`config.mk`:
```
export PLATFORM = sky130hd
export DESIGN_NAME = gb_clk_ctrl
export DESIGN_NICKNAME = d
export VERILOG_FILES = /design/src/rtl/gb_dbg_pkg.sv /design/src/rtl/gb_bp_match.sv /design/src/rtl/gb_clk_ctrl.sv
export SDC_FILE = /design/constraint.sdc
export NUM_CORES = 1
export LEC_CHECK = 0
export CORE_UTILIZATION = 38
export CTS_CLUSTER_SIZE = 20
export DETAILED_ROUTE_END_ITERATION = 8
export GPL_TIMING_DRIVEN = 0
export PLACE_DENSITY_LB_ADDON = 0.2
export SLEW_MARGIN = 20
export SYNTH_ARGS = -nofsm -noshare
export SYNTH_HDL_FRONTEND = slang
export SYNTH_SLANG_ARGS = --single-unit
```
`constraint.sdc`:
```
create_clock -name clk -period 6 [get_ports clk]
set_input_delay 1.2 -clock clk [delete_from_list [all_inputs] [get_ports clk]]
set_output_delay 1.2 -clock clk [all_outputs]
set_load 0.01 [all_outputs]
```
`src/rtl/gb_dbg_pkg.sv`:
```
// ---------------------------------------------------------------------------
// gb_dbg_pkg
// Shared definitions for the Game Boy debug clock controller:
//   - cmd_op encodings (OP_NOP .. OP_CLRCNT)
//   - run-state enum (HALTED / RUNNING / STEPPING)
//   - breakpoint slot struct {en, addr}
//   - small integer helper used in port-width expressions
// Breakpoint addresses are stored zero-extended to BP_ADDR_W bits so the
// struct does not depend on the ADDR_W parameter of any one instance
// (ADDR_W must therefore be <= BP_ADDR_W).
// ---------------------------------------------------------------------------
package gb_dbg_pkg;

   localparam logic [2:0] OP_NOP    = 3'd0;
   localparam logic [2:0] OP_RUN    = 3'd1;
   localparam logic [2:0] OP_HALT   = 3'd2;
   localparam logic [2:0] OP_STEP   = 3'd3;
   localparam logic [2:0] OP_SET_BP = 3'd4;
   localparam logic [2:0] OP_CLR_BP = 3'd5;
   localparam logic [2:0] OP_TOGGLE = 3'd6;
   localparam logic [2:0] OP_CLRCNT = 3'd7;

   typedef enum logic [1:0] {
      ST_HALTED   = 2'd0,
      ST_RUNNING  = 2'd1,
      ST_STEPPING = 2'd2
   } gb_state_e;

   localparam int BP_ADDR_W = 32;

   typedef struct packed {
      logic                 en;
      logic [BP_ADDR_W-1:0] addr;
   } bp_slot_t;

   function automatic int max_i(input int a, input int b);
      return (a > b) ? a : b;
   endfunction

endpackage

```
`src/rtl/gb_bp_match.sv`:
```
// ---------------------------------------------------------------------------
// gb_bp_match
// Combinational breakpoint comparator bank with lowest-index priority.
// Ports:
//   slots    in   NUM_BP breakpoint slots {en, addr}
//   bus_addr in   core address bus
//   bus_rd   in   core read strobe
//   any_hit  out  at least one enabled slot matches a read of bus_addr
//   hit_idx  out  lowest matching slot index (0 when nothing matches)
// The caller qualifies any_hit with its own tick enable.
// ---------------------------------------------------------------------------
module gb_bp_match
   import gb_dbg_pkg::*;
#(
   parameter int  NUM_BP = 2,
   parameter int  ADDR_W = 16,
   localparam int SEL_W  = max_i(1, $clog2(NUM_BP))
)(
   input  bp_slot_t [NUM_BP-1:0] slots,
   input  logic [ADDR_W-1:0]     bus_addr,
   input  logic                  bus_rd,
   output logic                  any_hit,
   output logic [SEL_W-1:0]      hit_idx
);

   logic [BP_ADDR_W-1:0] addr_ext;
   logic [NUM_BP-1:0]    match;

   assign addr_ext = BP_ADDR_W'(bus_addr);

   genvar gi;
   for (gi = 0; gi < NUM_BP; gi++) begin : g_cmp
      assign match[gi] = slots[gi].en & bus_rd & (slots[gi].addr == addr_ext);
   end

   assign any_hit = |match;

   // Scan from the top down so the lowest matching slot is written last.
   always_comb begin
      hit_idx = '0;
      for (int i = NUM_BP - 1; i >= 0; i--) begin
         if (match[i]) begin
            hit_idx = SEL_W'(i);
         end
      end
   end

endmodule

```
`src/rtl/gb_clk_ctrl.sv`:
```
// ---------------------------------------------------------------------------
// gb_clk_ctrl
// Debug clock-enable generator for the Game Boy core. Produces a one-cycle
// gb_ce tick every 2*DIV_2N clk cycles while not halted, and implements the
// RUN / HALT / STEP / TOGGLE debug commands plus NUM_BP read-address
// breakpoints that auto-halt the core.
//
// Ports:
//   clk, rst     system clock, synchronous active-high reset
//   cmd_valid    command strobe
//   cmd_ready    command accepted when cmd_valid & cmd_ready (low on tick)
//   cmd_op       command opcode (see gb_dbg_pkg OP_*)
//   cmd_arg      step count (STEP) or breakpoint address (SET_BP)
//   cmd_sel      breakpoint slot for SET_BP / CLR_BP
//   bus_addr     core address bus
//   bus_rd       core read strobe
//   gb_ce        one-cycle core tick
//   halted       high while HALTED
//   bp_hit       one-cycle pulse after a breakpoint fires
//   bp_idx       slot that last fired (held until the next hit)
//   tick_cnt     gb_ce pulse counter (only with GB_CLK_CTRL_CYCLE_CNT_EN)
//   steps_left   remaining STEP ticks
//
// Build option: define GB_CLK_CTRL_CYCLE_CNT_EN to add tick_cnt; op 7
// then clears it, otherwise op 7 is a NOP.
// ---------------------------------------------------------------------------
module gb_clk_ctrl
   import gb_dbg_pkg::*;
#(
   parameter int  DIV_2N       = 6,
   parameter int  STEP_W       = 16,
   parameter int  NUM_BP       = 2,
   parameter int  ADDR_W       = 16,
   parameter int  START_HALTED = 0,
   localparam int ARG_W        = max_i(STEP_W, ADDR_W),
   localparam int SEL_W        = max_i(1, $clog2(NUM_BP))
)(
   input  logic              clk,
   input  logic              rst,
   input  logic              cmd_valid,
   output logic              cmd_ready,
   input  logic [2:0]        cmd_op,
   input  logic [ARG_W-1:0]  cmd_arg,
   input  logic [SEL_W-1:0]  cmd_sel,
   input  logic [ADDR_W-1:0] bus_addr,
   input  logic              bus_rd,
   output logic              gb_ce,
   output logic              halted,
   output logic              bp_hit,
   output logic [SEL_W-1:0]  bp_idx,
`ifdef GB_CLK_CTRL_CYCLE_CNT_EN
   output logic [31:0]       tick_cnt,
`endif
   output logic [STEP_W-1:0] steps_left
);

   localparam int DIV_LAST = 2 * DIV_2N - 1;
   localparam int DIV_W    = max_i(1, $clog2(2 * DIV_2N));
   localparam gb_state_e RESET_STATE = (START_HALTED != 0) ? ST_HALTED : ST_RUNNING;

   // ------------------------------------------------------------------
   // Free-running divider: never stalls, so halting and resuming keeps
   // the core tick on the same phase.
   // ------------------------------------------------------------------
   logic [DIV_W-1:0] div_cnt_reg;
   logic             tick_slot;

   assign tick_slot = (div_cnt_reg == DIV_W'(DIV_LAST));

   always_ff @(posedge clk) begin
      if (rst) begin
         div_cnt_reg <= '0;
      end else if (tick_slot) begin
         div_cnt_reg <= '0;
      end else begin
         div_cnt_reg <= div_cnt_reg + DIV_W'(1);
      end
   end

   // Commands are refused on tick cycles, so a command and a tick never
   // compete for the same state update.
   logic cmd_accept;
   assign cmd_ready  = ~tick_slot;
   assign cmd_accept = cmd_valid & ~tick_slot;

   // ------------------------------------------------------------------
   // Breakpoint slots
   // ------------------------------------------------------------------
   bp_slot_t [NUM_BP-1:0] slots;

   genvar gi;
   for (gi = 0; gi < NUM_BP; gi++) begin : g_slot
      bp_slot_t slot_reg;
      logic     sel_this;

      // A cmd_sel beyond the last slot matches no slot and is dropped.
      assign sel_this = cmd_accept & (cmd_sel == SEL_W'(gi));

      always_ff @(posedge clk) begin
         if (rst) begin
            slot_reg <= '0;
         end else if (sel_this) begin
            if (cmd_op == OP_SET_BP) begin
               slot_reg.en   <= 1'b1;
               slot_reg.addr <= BP_ADDR_W'(cmd_arg[ADDR_W-1:0]);
            end else if (cmd_op == OP_CLR_BP) begin
               slot_reg.en <= 1'b0;
            end
         end
      end

      assign slots[gi] = slot_reg;
   end

   logic             any_hit;
   logic [SEL_W-1:0] hit_idx;

   gb_bp_match #(
      .NUM_BP (NUM_BP),
      .ADDR_W (ADDR_W)
   ) u_bp_match (
      .slots    (slots),
      .bus_addr (bus_addr),
      .bus_rd   (bus_rd),
      .any_hit  (any_hit),
      .hit_idx  (hit_idx)
   );

   // ------------------------------------------------------------------
   // Run-state FSM
   // ------------------------------------------------------------------
   gb_state_e         state_reg,  state_next;
   logic [STEP_W-1:0] steps_reg,  steps_next;
   logic              bp_hit_reg, bp_hit_next;
   logic [SEL_W-1:0]  bp_idx_reg, bp_idx_next;
   logic [STEP_W-1:0] step_n;

   assign step_n = cmd_arg[STEP_W-1:0];
   assign gb_ce  = tick_slot & (state_reg != ST_HALTED);

   always_ff @(posedge clk) begin
      if (rst) begin
         state_reg  <= RESET_STATE;
         steps_reg  <= '0;
         bp_hit_reg <= 1'b0;
         bp_idx_reg <= '0;
      end else begin
         state_reg  <= state_next;
         steps_reg  <= steps_next;
         bp_hit_reg <= bp_hit_next;
         bp_idx_reg <= bp_idx_next;
      end
   end

   always_comb begin
      state_next  = state_reg;
      steps_next  = steps_reg;
      bp_hit_next = 1'b0;
      bp_idx_next = bp_idx_reg;

      if (gb_ce) begin
         // The ticked access completes; the halt lands on the next edge.
         // A breakpoint takes priority over the step count running out.
         if (any_hit) begin
            state_next  = ST_HALTED;
            steps_next  = '0;
            bp_hit_next = 1'b1;
            bp_idx_next = hit_idx;
         end else if (state_reg == ST_STEPPING) begin
            steps_next = steps_reg - STEP_W'(1);
            if (steps_reg == STEP_W'(1)) begin
               state_next = ST_HALTED;
            end
         end
      end else if (cmd_accept) begin
         case (cmd_op)
            OP_RUN: begin
               state_next = ST_RUNNING;
               steps_next = '0;
            end
            OP_HALT: begin
               state_next = ST_HALTED;
               steps_next = '0;
            end
            OP_TOGGLE: begin
               state_next = (state_reg == ST_HALTED) ? ST_RUNNING : ST_HALTED;
            end
            OP_STEP: begin
               if (step_n != '0) begin
                  state_next = ST_STEPPING;
                  steps_next = step_n;
               end
            end
            default: ;
         endcase
      end
   end

   assign halted     = (state_reg == ST_HALTED);
   assign bp_hit     = bp_hit_reg;
   assign bp_idx     = bp_idx_reg;
   assign steps_left = steps_reg;

`ifdef GB_CLK_CTRL_CYCLE_CNT_EN
   logic [31:0] tick_cnt_reg;

   always_ff @(posedge clk) begin
      if (rst) begin
         tick_cnt_reg <= '0;
      end else if (gb_ce) begin
         tick_cnt_reg <= tick_cnt_reg + 32'd1;
      end else if (cmd_accept && (cmd_op == OP_CLRCNT)) begin
         tick_cnt_reg <= '0;
      end
   end

   assign tick_cnt = tick_cnt_reg;
`endif

endmodule

```
==> impl_metrics.csv <==
group,metric,value,unit
outcome,status,"completed",
sta,fin_skew,9.748,ps
sta,slew_headroom,30.71,%
sta,whs,464.1,ps
routing,dr_total_vias,3235,
sta,maxSlewViolCount,0,
global_routing,antenna_found_initial,0,
global_routing,grt_pass1_vias,3014,
yosys,syn-cell-area,3153,um^2
yosys,ys_types,46,
cts,cts_tree,"built",
routing,dr.pass1.iters,5,
routing,m1WireLength,4499,um
yosys,ys_seq_area_share,36.83,%
layout,area_growth,29.72,%
routing,vias_per_cell,5.607,
setup_path,r2r_setup_slack,3160,ps
min_path,hp-class,"flip-flop to flip-flop",
routing,postRouteAntennaNets,0,
routing,wl_per_cell,17.12,um
placed_design,dp_hpwl,7389,um
power_and_ir_drop,powerDensity,233.3,nW/um^2
layout,stdcell_area,4090,um^2
sta,min_period_over_period,58.40,%
setup_path,setup.worst_path.start_class,"flip-flop",
cts,clockBufferDepth,2,
setup_path,cp-end-kind,"output port",
die,die_h,93.09,um
global_routing,grt_pass1_wl,15350,um
routing,route.detailed.drc,0,
setup_path,worstPathRequired,4800,ps
yosys,synth_ff_type,"dfxtp_1",
die,die_w,93.09,um
routing,drt_iter0_markers,181,
cts,holdBufCountCts,0,
setup_path,crit_fanout,10,
setup_path,crit_end,"gb_ce",
placed_design,place_area,3871,um^2
global_routing,grt_use_total,23.14,%
setup_path,worstPathArrival,2300,ps
layout,antenna_cells,0,
cts,htree_levels,3,
layout,mostFrequentLayoutCells,"67 x nand2_1, 59 x clkdlybuf4s50_1, 58 x dfxtp_1",
sta,hold_violations,0,
layout,layout_commonest_cell,"nand2_1",
sta,fin_ws,2496,ps
die,dieArea,8666,um^2
setup_path,path_class,"flip-flop to output port",
yosys,ys_warn_count,0,
layout,largest_reg_flops,34,
power_and_ir_drop,ir_worst_vdd,0.08799,mV
setup_path,cp-startpoint,"div_cnt_reg[0]$_SDFF_PP0_",
setup_path,max_stage_delay,580,ps
min_path,holdPathStages,1,
cts,post_cts_buffers,0,
setup_path,path_depth,7,
global_routing,grt_max_degree,11,
die,rows,32,
setup_path,path_buf_inv,3,
die,start_util,39.97,%
sta,fmax,0.2854,GHz
placed_design,place.gp.congestion,0.8820,
setup_path,r2r-start,"div_cnt_reg[0]$_SDFF_PP0_",
setup_path,reg2regPathDepth,10,
die,io-pin-count,61,
routing,wl,9879,um
cts,cts.sinks,58,
die,coreArea,7888,um^2
power_and_ir_drop,leakagePower,1.427,nW
yosys,async_reset_ff_share,0,%
routing,wl_met2,4526,um
layout,drive_above_1_share,6.526,%
cts,post_cts_resized,0,
placed_design,dp_slack,2189,ps
yosys,ys_ff_latch,58,
sta,rsz0062_at_grt,"no",
cts,root_buffer,"clkbuf_8",
global_routing,gr-total-overflow,0,
setup_path,worstReg2RegEnd,"steps_left[1]$_SDFFE_PP0P_",
setup_path,critical_path.top_delay_family,"buffers and inverters",
yosys,syn_inst,400,
cts,numCtsBuffers,9,
setup_path,cp_slowest_cell,"clkdlybuf4s50_1",
routing,routed-wl-met3,687,um
sta,worst_slew_pin_slew,1031,ps
setup_path,path_cells,"ha_1 > nand2_1 > nor2_2 > o21ai_4 > inv_2 > buf_2 > clkdlybuf4s50_1",
layout,nNetsFinal,513,
placed_design,io_buffers,59,
yosys,synth_edf_count,0,
yosys,avgSynthCellArea,7.883,um^2
power_and_ir_drop,finalPower,0.0009543,W
cts,clk_latency,340,ps
sta,period_needed,3504,ps
sta,timing.setup.tns,0,ps
sta,finalSetupViolCount,0,
cts,clk_pin_slew,70,ps
job,maxCapViolCount,0,
routing,top_layer,"met4",
yosys,synthesis.nets,443,
[synth_stat cells, drive strengths merged, types with 8 or more instances]
master | count | area share [%]
nand2 | 68 | 8.2
dfxtp | 58 | 37
a21oi | 47 | 7.5
xor2 | 33 | 9.2
o21ai | 27 | 4.6
nor2 | 22 | 2.9
nor3 | 22 | 3.5
nor4 | 19 | 3.8
clkbuf | 16 | 1.9
inv | 11 | 1.3
a221oi | 9 | 2.5
nor2b | 8 | 1.6
[power by group]
part           leakage [nW]  internal [W]  switching, W  total, W
clock                 0.109      0.000244      0.000161  0.000405
combinational         0.848     0.0000651     0.0000800  0.000145
sequential            0.470      0.000394    0.00000995  0.000404
total                  1.43      0.000703      0.000251  0.000954
[logic make-up (layout without fill, tap and decap cells)]
| kind of cell | after synthesis | in the layout | synth area share, % |
|---|---|---|---|
| and+or+nand+nor | 160 | 160 | 24.68 |
| AOI/OAI and AO/OA | 107 | 107 | 21.94 |
| DFF | 58 | 58 | 36.83 |
| xor gates and xnor gates | 40 | 40 | 11.11 |
| buffers and inverters | 31 | 106 | 3.929 |
| adders and majority gates | 3 | 3 | 1.191 |
| muxes | 1 | 1 | 0.3175 |
[worst min path at each step]
| stage | from | endpoint | slack (ps) |
|---|---|---|---|
| global placement | div_cnt_reg[0]$_SDFF_PP0_ | div_cnt_reg[0]$_SDFF_PP0_ | 440 |
| global route | div_cnt_reg[0]$_SDFF_PP0_ | div_cnt_reg[0]$_SDFF_PP0_ | 490 |
| floorplan | div_cnt_reg[0]$_SDFF_PP0_ | div_cnt_reg[0]$_SDFF_PP0_ | 430 |
| finish | div_cnt_reg[0]$_SDFF_PP0_ | div_cnt_reg[0]$_SDFF_PP0_ | 460 |
| detailed placement | div_cnt_reg[0]$_SDFF_PP0_ | div_cnt_reg[0]$_SDFF_PP0_ | 460 |
| CTS | div_cnt_reg[0]$_SDFF_PP0_ | div_cnt_reg[0]$_SDFF_PP0_ | 470 |
[metal layers]
| metal | vias to the layer above | global-route usage [%] |
|---|---|---|
| met5 | - | 0 |
| met4 | 0 | 9.103 |
| met3 | 16 | 3.577 |
| met2 | 136 | 38.30 |
| met1 | 1506 | 30.09 |
| li1 | 1577 | - |
[per-stage QoR]
step                util (%)  instances
finish                 51.86        577
global route           51.86        577
CTS                    51.86        577
detailed placement     49.08        561
global placement       49.08        561
floorplan                  -        400
[area by class of cell]
type | instances | area, um^2
Timing Repair Buffer | 59 | 590.6
Buffer | 20 | 82.58
Clock buffer | 11 | 141.4
Multi-Input combinational cell | 311 | 1868
Tap cell | 102 | 127.6
Clock inverter | 5 | 77.57
Sequential cell | 58 | 1161
Fill cell | 780 | 3797
Inverter | 11 | 41.29
No activity file was read; power rests on OpenSTA's default activity.
